[src/rtl/debounce_bank.sv]
// debounce_bank: independent per-channel button debouncers with press/release edge pulses and
// a one-shot long-press pulse. Define DEBOUNCE_BANK_SYNC_EN to add a 2-flop input synchroniser.
module debounce_bank #(
  parameter int unsigned N_CH      = 4,
  parameter int unsigned DELAY_VAL = 2500,
  parameter int unsigned HOLD_VAL  = 50000000
) (
  input  logic            clk,
  input  logic            reset,
  input  logic [N_CH-1:0] button,
  output logic [N_CH-1:0] level,
  output logic [N_CH-1:0] press_edge,
  output logic [N_CH-1:0] release_edge,
  output logic [N_CH-1:0] long_press
);

  localparam int unsigned     CntW    = (DELAY_VAL < 1) ? 1 : $clog2(DELAY_VAL + 1);
  localparam logic [CntW-1:0] CntMax  = CntW'(DELAY_VAL);
  localparam logic [31:0]     HoldMax = 32'(HOLD_VAL);
  localparam logic [31:0]     HoldPre = 32'(HOLD_VAL - 1);

  logic [N_CH-1:0] s;

`ifdef DEBOUNCE_BANK_SYNC_EN
  logic [N_CH-1:0] sync1_q;
  logic [N_CH-1:0] sync2_q;

  always_ff @(posedge clk) begin
    if (reset) begin
      sync1_q <= '0;
      sync2_q <= '0;
    end else begin
      sync1_q <= button;
      sync2_q <= sync1_q;
    end
  end

  assign s = sync2_q;
`else
  assign s = button;
`endif

  for (genvar g = 0; g < N_CH; g++) begin : gen_ch
    logic            cand_q;
    logic [CntW-1:0] cnt_q;
    logic            lvl_q;
    logic            lvl_dly_q;
    logic [31:0]     hcnt_q;
    logic            lp_q;

    // Any disagreement with the candidate restarts the stability window.
    always_ff @(posedge clk) begin
      if (reset) begin
        cand_q <= 1'b0;
        cnt_q  <= '0;
        lvl_q  <= 1'b0;
      end else if (s[g] != cand_q) begin
        cand_q <= s[g];
        cnt_q  <= '0;
      end else if (cnt_q == CntMax) begin
        lvl_q  <= cand_q;
      end else begin
        cnt_q  <= cnt_q + CntW'(1);
      end
    end

    always_ff @(posedge clk) begin
      if (reset) begin
        lvl_dly_q <= 1'b0;
      end else begin
        lvl_dly_q <= lvl_q;
      end
    end

    // Pulse fires on the step into saturation, so it cannot repeat until level drops.
    always_ff @(posedge clk) begin
      if (reset || !lvl_q) begin
        hcnt_q <= '0;
        lp_q   <= 1'b0;
      end else begin
        lp_q <= (hcnt_q == HoldPre);
        if (hcnt_q < HoldMax) begin
          hcnt_q <= hcnt_q + 32'd1;
        end
      end
    end

    assign level[g]        = lvl_q;
    assign press_edge[g]   = lvl_q & ~lvl_dly_q;
    assign release_edge[g] = ~lvl_q & lvl_dly_q;
    assign long_press[g]   = lp_q;
  end

endmodule
[config.mk]
export PLATFORM = sky130hd
export DESIGN_NAME = debounce_bank
export DESIGN_NICKNAME = d
export VERILOG_FILES = /design/src/rtl/debounce_bank.sv
export SDC_FILE = /design/constraint.sdc
export NUM_CORES = 1
export LEC_CHECK = 0
export ABC_AREA = 1
export BUFFER_PORTS_ARGS = -buffer_cell sky130_fd_sc_hd__buf_2
export CAP_MARGIN = 20
export CORE_MARGIN = 4
export CORE_UTILIZATION = 65
export CTS_BUF_LIST = sky130_fd_sc_hd__clkbuf_8
export DETAILED_ROUTE_END_ITERATION = 6
export GPL_ROUTABILITY_DRIVEN = 1
export GPL_TIMING_DRIVEN = 1
export PLACE_DENSITY = 0.82
export SYNTH_ARGS = -nofsm -noshare
export SYNTH_HDL_FRONTEND = slang
export SYNTH_SLANG_ARGS = --single-unit
[constraint.sdc]
create_clock -name clk -period 4.7 [get_ports clk]
set_clock_uncertainty 0.05 [all_clocks]
set_input_delay 0.94 -clock clk [delete_from_list [all_inputs] [get_ports clk]]
set_output_delay 0.94 -clock clk [all_outputs]
set_load 0.01 [all_outputs]
==> flow_summary_export.csv, run 1 <==
group,metric,value,unit
drt,firstDrtPassIters,6,
final_layout,layout.nets,1781,
power_and_ir_drop,leakagePower,3.978,nW
timing,period_share,0.4834,
timing,hold_violations,0,
timing,min_period,2.272,ns
yosys,postSynthAreaPerCell,6.227,sq um
drt,wl,24190,um
critical_path,timing.critical_path.to_type,"output pin",
hold_path,hold_path.class,"flop to flop",
cts,root_buffer,"clkbuf_8",
placement,dp_cells,1964,
critical_path,slowest_stage,"dfxtp_1",
timing,slew_violations,0,
power_and_ir_drop,power.density,246.7,nW/um^2
timing,tns,0,ns
final_layout,syn_to_final_growth,5.126,%
yosys,ys_types,32,
grt,grt_usage,0.2612,
yosys,syn_nets,1778,
grt,grt_max_degree,30,
drt,viasPerCell,5.289,
drt,via_count,10560,
run,cap_violations,0,
placement,place.gp.congestion,0.9107,
critical_path,reg2regPathDepth,5,
critical_path,regToRegStartpoint,"gen_ch[1].hcnt_q[0]",
drt,drc,0,
yosys,synth_edf_count,0,
power_and_ir_drop,ir_drop,0.0002079,V
drt,drtIter0Drc,799,
critical_path,r2r-end,"gen_ch[1].lp_q",
critical_path,cp-start-kind,"flop",
timing,rsz0062_at_grt,"no",
final_layout,final_cells,1996,
grt,antenna_found_initial,0,
cts,htree_num_levels,4,
critical_path,required,3.71,ns
floorplan,start_util,0.6632,
timing,tightest_slew,1.046,ns
cts,cts_buffers,17,
critical_path,path_max_fanout,3,
cts,clock_latency,0.47,ns
floorplan,die_area,19000,sq um
yosys,synth_flop_cell,"dfxtp_1",
floorplan,core_area,16520,sq um
critical_path,crit_start,"gen_ch[0].lvl_q",
final_layout,regArea,3844,sq um
timing,max_freq,440.2,MHz
critical_path,worstPathArrival,1.28,ns
yosys,yosys_register_bits,192,
yosys,syn-cell-area,10960,sq um
cts,post_cts_resized,0,
critical_path,max_stage_delay,0.44,ns
critical_path,cp-endpoint,"press_edge[0]",
cts,clk_pin_slew_worst_paths,0.09,ns
floorplan,ioPinCount,22,
grt,overflow,0,
outcome,status,"completed",
floorplan,die_x,137.8,um
critical_path,reg2reg_slack,2.60,ns
critical_path,crit_family,"flip-flops",
timing,hold_ws,0.3801,ns
final_layout,diodes,0,
yosys,async_flop_share,0,
critical_path,path_cells,"inv_1 -> nor2_1 -> buf_2",
yosys,synth-seq-area-share,0.3507,
final_layout,n_fill_cell,1471,
final_layout,drive_above_1_share,0.07432,
critical_path,cp.depth,3,
final_layout,multi_input_area,6097,sq um
cts,cts_max_path_buffers,2,
drt,avgRoutedWirePerCell,12.12,um
critical_path,cp_num_buf_inv,2,
yosys,netlist_instances,1760,
timing,relSlewSlack,0.3019,
final_layout,layout_common_cells,"586 x nand2_1, 267 x nor2_1, 197 x inv_1",
timing,finalSetupViolations,0,
cts,cts_setup_buffers,0,
yosys,ys_warn_count,0,
floorplan,rows,47,
hold_path,min_path_cells,2,
drt,ant_nets,0,
placement,io_buffer_count,21,
cts,tritoncts,"built",
cts,hold_buffers,0,
grt,grt_pass1_vias,9342,
final_layout,final_util,0.6972,
floorplan,die_y,137.8,um
final_layout,layout.cells.most_common,"nand2_1",
critical_path,critPathKind,"flop to output pin",
cts,cts.sinks,192,
grt,grt_pass1_wl,41390,um
placement,hpwl,17340,um
-- cell type report --
cell class,instances,area share
Clock inverter,14,0.01553
Sequential cell,192,0.3336
Clock buffer,18,0.02150
Tap cell,220,0.02389
Inverter,204,0.06646
Multi-Input combinational cell,1326,0.5292
Timing Repair Buffer,22,0.009774
-- worst register-to-register path, cell delays in order, from the launching register on --
cell and delay [ns]:
dfxtp_1 0.53, ha_1 0.34, nand3_1 0.27, nor2_1 0.37, nand2_1 0.15, nor4_1 0.28
-- sequential cells by signal (all words and copies together), names as in the netlist --
name	count
gen_ch.lvl_dly_q	4
gen_ch.hcnt_q	128
gen_ch.lp_q	4
gen_ch.cnt_q	48
gen_ch.cand_q	4
gen_ch.lvl_q	4
-- layer usage --
metal / GRT usage / vias up / share of wire
met1: 0.3543 / 4708 / 0.47
met2: 0.4338 / 278 / 0.47
met3: 0.04346 / 26 / 0.052
met5: 0 / - / 0
li1: - / 5545 / -
met4: 0.06586 / 0 / 0.011
-- per-stage QoR --
step	cell area (sq um)	setup slack, ns	power, mW
2_1_floorplan	10960	2.715	1.702
3_3_place_gp	11090	2.344	1.712
3_5_place_dp	11090	2.236	1.714
4_1_cts	11520	2.395	2.868
5_1_grt	11520	2.330	2.935
6_report	11520	2.428	2.843
-- where the power goes --
group / internal, mW / leakage, nW / switching, mW
clock network: 0.550 / 0.212 / 0.616
registers: 1.63 / 1.55 / 0.00458
logic: 0.0134 / 2.22 / 0.0271
total: 2.19 / 3.98 / 0.648
-- kinds of logic (layout without fill, tap and decap cells) --
family | Yosys count | in the layout | synth area share
buffers and inverters | 242 | 258 | 0.09293
AND/OR/NAND/NOR | 1100 | 1100 | 0.4199
adder cells (fa/ha/maj) | 12 | 12 | 0.01370
flip-flops | 192 | 192 | 0.3507
AO/OA/AOI/OAI | 170 | 170 | 0.08757
XOR/XNOR | 44 | 44 | 0.03516
-- cell usage after synthesis, types with 12 or more instances --
cell | n | area [sq um]
nor2_1 | 267 | 1002
xnor2_1 | 19 | 166.4
o21ai_0 | 34 | 170.2
inv_1 | 197 | 739.5
buf_2 | 13 | 65.06
nand3_1 | 126 | 630.6
nand2_1 | 586 | 2200
dfxtp_1 | 192 | 3844
nor3_1 | 23 | 115.1
nand4_1 | 38 | 237.7
ha_1 | 12 | 150.1
buf_4 | 13 | 97.59
nand2_2 | 19 | 118.9
a21oi_2 | 27 | 236.5
a21oi_1 | 105 | 525.5
xor2_1 | 25 | 219.0
-- worst min path at each step --
stage | endpoint | startpoint | slack (ns)
2_1_floorplan | gen_ch[0].hcnt_q[29] | gen_ch[0].hcnt_q[29] | 0.36
4_1_cts | gen_ch[2].hcnt_q[30] | gen_ch[2].hcnt_q[30] | 0.38
5_1_grt | gen_ch[3].hcnt_q[28] | gen_ch[3].hcnt_q[28] | 0.40
3_5_place_dp | gen_ch[3].hcnt_q[28] | gen_ch[3].hcnt_q[28] | 0.37
6_report | gen_ch[2].hcnt_q[31] | gen_ch[2].hcnt_q[31] | 0.38
3_3_place_gp | gen_ch[2].hcnt_q[28] | gen_ch[2].hcnt_q[28] | 0.36
No activity file was read; power rests on OpenSTA's default activity.
==> run 2, diff against run 1 <==
==> config.mk (replaced) <==
export PLATFORM = sky130hd
export DESIGN_NAME = debounce_bank
export DESIGN_NICKNAME = d
export VERILOG_FILES = /design/src/rtl/debounce_bank.sv
export SDC_FILE = /design/constraint.sdc
export NUM_CORES = 1
export LEC_CHECK = 0
export ABC_AREA = 0
export BUFFER_PORTS_ARGS = -buffer_cell sky130_fd_sc_hd__buf_2
export CAP_MARGIN = 20
export CORE_MARGIN = 4
export CORE_UTILIZATION = 58
export CTS_BUF_LIST = sky130_fd_sc_hd__clkbuf_8
export DETAILED_ROUTE_END_ITERATION = 6
export GPL_ROUTABILITY_DRIVEN = 1
export GPL_TIMING_DRIVEN = 1
export PLACE_DENSITY = 0.78
export SYNTH_ARGS = -nofsm -noshare
export SYNTH_HDL_FRONTEND = slang
export SYNTH_SLANG_ARGS = --single-unit
==> constraint.sdc (replaced) <==
create_clock -name clk -period 1.8 [get_ports clk]
set_clock_uncertainty 0.05 [all_clocks]
set_input_delay 0.36 -clock clk [delete_from_list [all_inputs] [get_ports clk]]
set_output_delay 0.36 -clock clk [all_outputs]
set_load 0.01 [all_outputs]
==> flow_summary_export.csv, run 2 <==
group,metric,value,unit
critical_path,cp_num_buf_inv,0,
yosys,syn_nets,1040,
grt,antenna_found_initial,0,
drt,wl,21320,um
floorplan,die_area,16890,sq um
grt,grt_pass1_vias,7539,
power_and_ir_drop,intPower,5.525,mW
power_and_ir_drop,leakagePower,4.162,nW
cts,cts_buffers,17,
critical_path,timing.critical_path.to_type,"flop",
cts,htree_num_levels,4,
grt,overflow,0,
critical_path,worstPathArrival,2.55,ns
final_layout,diodes,0,
placement,place.gp.congestion,0.8379,
timing,hold_violations,0,
power_and_ir_drop,pwr-share-clk,0.386,
final_layout,reg_top3,"gen_ch.hcnt_q (128), gen_ch.cnt_q (48)",
yosys,synth-xor-area-share,0.1238,
timing,slew_violations,0,
yosys,netlist_instances,1022,
floorplan,start_util,0.5937,
yosys,synth_fa_ha_area_frac,0.01740,
drt,viasPerCell,5.620,
floorplan,die_x,130.0,um
grt,grt_usage,0.2483,
cts,tritoncts,"built",
grt,grt_pass1_wl,34460,um
critical_path,path_max_fanout,7,
final_layout,registers.top_by_ff_count,"gen_ch.hcnt_q",
final_layout,layout_common_cells,"176 x nor2_1, 176 x dfxtp_1, 131 x buf_4",
timing,hold_ws,0.1150,ns
yosys,async_flop_share,0,
yosys,synthSimpleGateAreaFrac,0.3225,
yosys,yosys_register_bits,192,
cts,cts.sinks,192,
power_and_ir_drop,p_sw,1.641,mW
timing,period_share,1.239,
critical_path,crit_family,"simple AND/OR/NAND/NOR gates",
yosys,yosys-top-cells-area,"dfxtp_1 45%, nor2_1 7.9%, xor2_1 6.8%, xnor2_1 5.6%, nand3_1 4.5%",
drt,drc,0,
power_and_ir_drop,ir_drop,0.0006289,V
floorplan,die_y,130.0,um
critical_path,critPathKind,"flop to flop",
hold_path,hold_path.class,"input port to flop",
drt,drtIter0Drc,398,
placement,hpwl,12580,um
yosys,synth-compound-area-share,0.05031,
yosys,synth_flop_cell,"dfxtp_1",
power_and_ir_drop,power_frac_comb,0.017,
floorplan,core_area,14530,sq um
outcome,violations,"setup timing",
yosys,synthDominantCellAreaShare,0.4454,
yosys,ys_warn_count,0,
yosys,yosysMostFrequentCell,"dfxtp_1",
critical_path,reg2reg_slack,-0.43,ns
critical_path,max_stage_delay,0.53,ns
yosys,synth.area.mux_share,0.004640,
final_layout,drive_above_1_share,0.2928,
cts,root_buffer,"clkbuf_8",
timing,final.setup.worst_slack,-0.4310,ns
final_layout,final_cells,1386,
cts,cts_max_path_buffers,2,
final_layout,layout.nets,1207,
final_layout,largest_reg_flops,128,
yosys,synth_top_family_by_area,"simple AND/OR/NAND/NOR gates",
placement,dp_cells,1324,
grt,grt_max_degree,27,
timing,rsz0062_at_grt,"yes",
outcome,status,"finished with violations",
yosys,ys_types,54,
critical_path,cp-start-kind,"flop",
power_and_ir_drop,p_seq_frac,0.597,
timing,relSlewSlack,0.6112,
final_layout,syn_to_final_growth,32.62,%
critical_path,slowest_stage,"or4b_4",
power_and_ir_drop,p_sw_frac,0.2290,
floorplan,rows,44,
critical_path,required,2.12,ns
floorplan,ioPinCount,22,
timing,min_period,2.231,ns
yosys,syn-cell-area,8630,sq um
power_and_ir_drop,power.density,626.1,nW/um^2
power_and_ir_drop,fin_total_pwr,7.166,mW
cts,clk_pin_slew_worst_paths,0.09,ns
yosys,postSynthAreaPerCell,8.444,sq um
timing,tightest_slew,0.5810,ns
drt,firstDrtPassIters,4,
timing,max_freq,448.2,MHz
drt,via_count,7789,
cts,clock_latency,0.47,ns
cts,hold_buffers,0,
drt,ant_nets,0,
drt,avgRoutedWirePerCell,15.38,um
placement,io_buffer_count,21,
yosys,synth_common_cells,"192 x dfxtp_1, 182 x nor2_1, 78 x nand3_1",
yosys,synth_edf_count,0,
yosys,synth_top_area_cell,"dfxtp_1",
run,cap_violations,0,
yosys,synth-seq-area-share,0.4454,
final_layout,n_fill_cell,926,
critical_path,path_cells,"or4b_4 -> or4_4 -> o32a_4 -> nand4_1 -> xor2_1 -> nor2_1",
timing,finalSetupViolations,101,
[run 2: changes by cell type in the layout (fill, tap and decap cells not counted), moves of 27 or more]
cell	previous run	this run
nor2_1	267	176
and2_1	0	28
buf_4	1	131
buf_6	0	27
nand3_1	126	55
inv_1	197	26
xnor2_1	19	51
a21oi_1	105	20
xor2_1	25	66
nand2_1	586	70
[run 2: cell type report]
| class | count | area (sq um) | area share |
|---|---|---|---|
| Clock inverter | 12 | 107.6 | 0.009402 |
| Tap cell | 184 | 230.2 | 0.02012 |
| Multi-Input combinational cell | 759 | 5263 | 0.4598 |
| Sequential cell | 192 | 3864 | 0.3376 |
| Timing Repair Buffer | 189 | 1593 | 0.1392 |
| Clock buffer | 20 | 275.3 | 0.02405 |
| Inverter | 30 | 112.6 | 0.009839 |
[run 2: timing repair]
action	CTS	global route
resized for setup	106	69
endpoints found under the setup margin	102	108
buffers inserted	22	8
pin swaps	68	97
cloned	5	1
[run 2: worst register-to-register path: cells and delay by family (launching register included)]
kind / cells / cell delay, ns
DFF: 1 / 0.33
and+or+nand+nor: 4 / 1.18
AOI/OAI and AO/OA: 1 / 0.43
xor gates and xnor gates: 1 / 0.15
[run 2: per-stage QoR]
stage / utilization / cell area, sq um / setup TNS [ns] / setup slack (ns)
6_report: 0.7874 / 11440 / -25.71 / -0.4310
5_1_grt: 0.7874 / 11440 / -33.03 / -0.4775
4_1_cts: 0.7666 / 11140 / -19.51 / -0.3761
3_5_place_dp: 0.6884 / 10000 / -26.51 / -0.5820
3_3_place_gp: 0.6884 / 10000 / -22.61 / -0.4022
2_1_floorplan: - / 8871 / -10.45 / -0.3172
[run 2: final timing paths]
check                                     startpoint  cells after the start                   end
worst max-delay path            gen_ch[3].hcnt_q[16]                      6  gen_ch[3].hcnt_q[21]
worst min-delay path                       button[2]                      3      gen_ch[2].cand_q
worst max register to register  gen_ch[3].hcnt_q[16]                      6  gen_ch[3].hcnt_q[21]
worst min register to register  gen_ch[1].hcnt_q[28]                      1  gen_ch[1].hcnt_q[28]
[run 2: cell families after synthesis]
kind of cell | after synthesis
AND/OR/NAND/NOR | 556
multiplexers | 4
buffers and inverters | 71
adder cells (fa/ha/maj) | 12
XOR/XNOR | 122
AO/OA/AOI/OAI | 65
flip-flops | 192
[run 2: power by group through the flow]
| stage | combinational, mW | clock [mW] | sequential [mW] |
|---|---|---|---|
| finish | 0.123 | 2.76 | 4.28 |
| global route | 0.139 | 2.98 | 4.28 |
| floorplan | 0.0772 | 0 | 4.37 |
| CTS | 0.112 | 2.78 | 4.28 |
| global placement | 0.106 | 0 | 4.38 |
| detailed placement | 0.110 | 0 | 4.38 |
[run 2: per-layer routing]
| metal | vias to the layer above | global-route usage | share of wire |
|---|---|---|---|
| li1 | 3833 | - | - |
| met1 | 3723 | 0.3045 | 0.42 |
| met5 | - | 0 | 0 |
| met3 | 38 | 0.04707 | 0.041 |
| met4 | 0 | 0.08374 | 0.018 |
| met2 | 195 | 0.4386 | 0.52 |
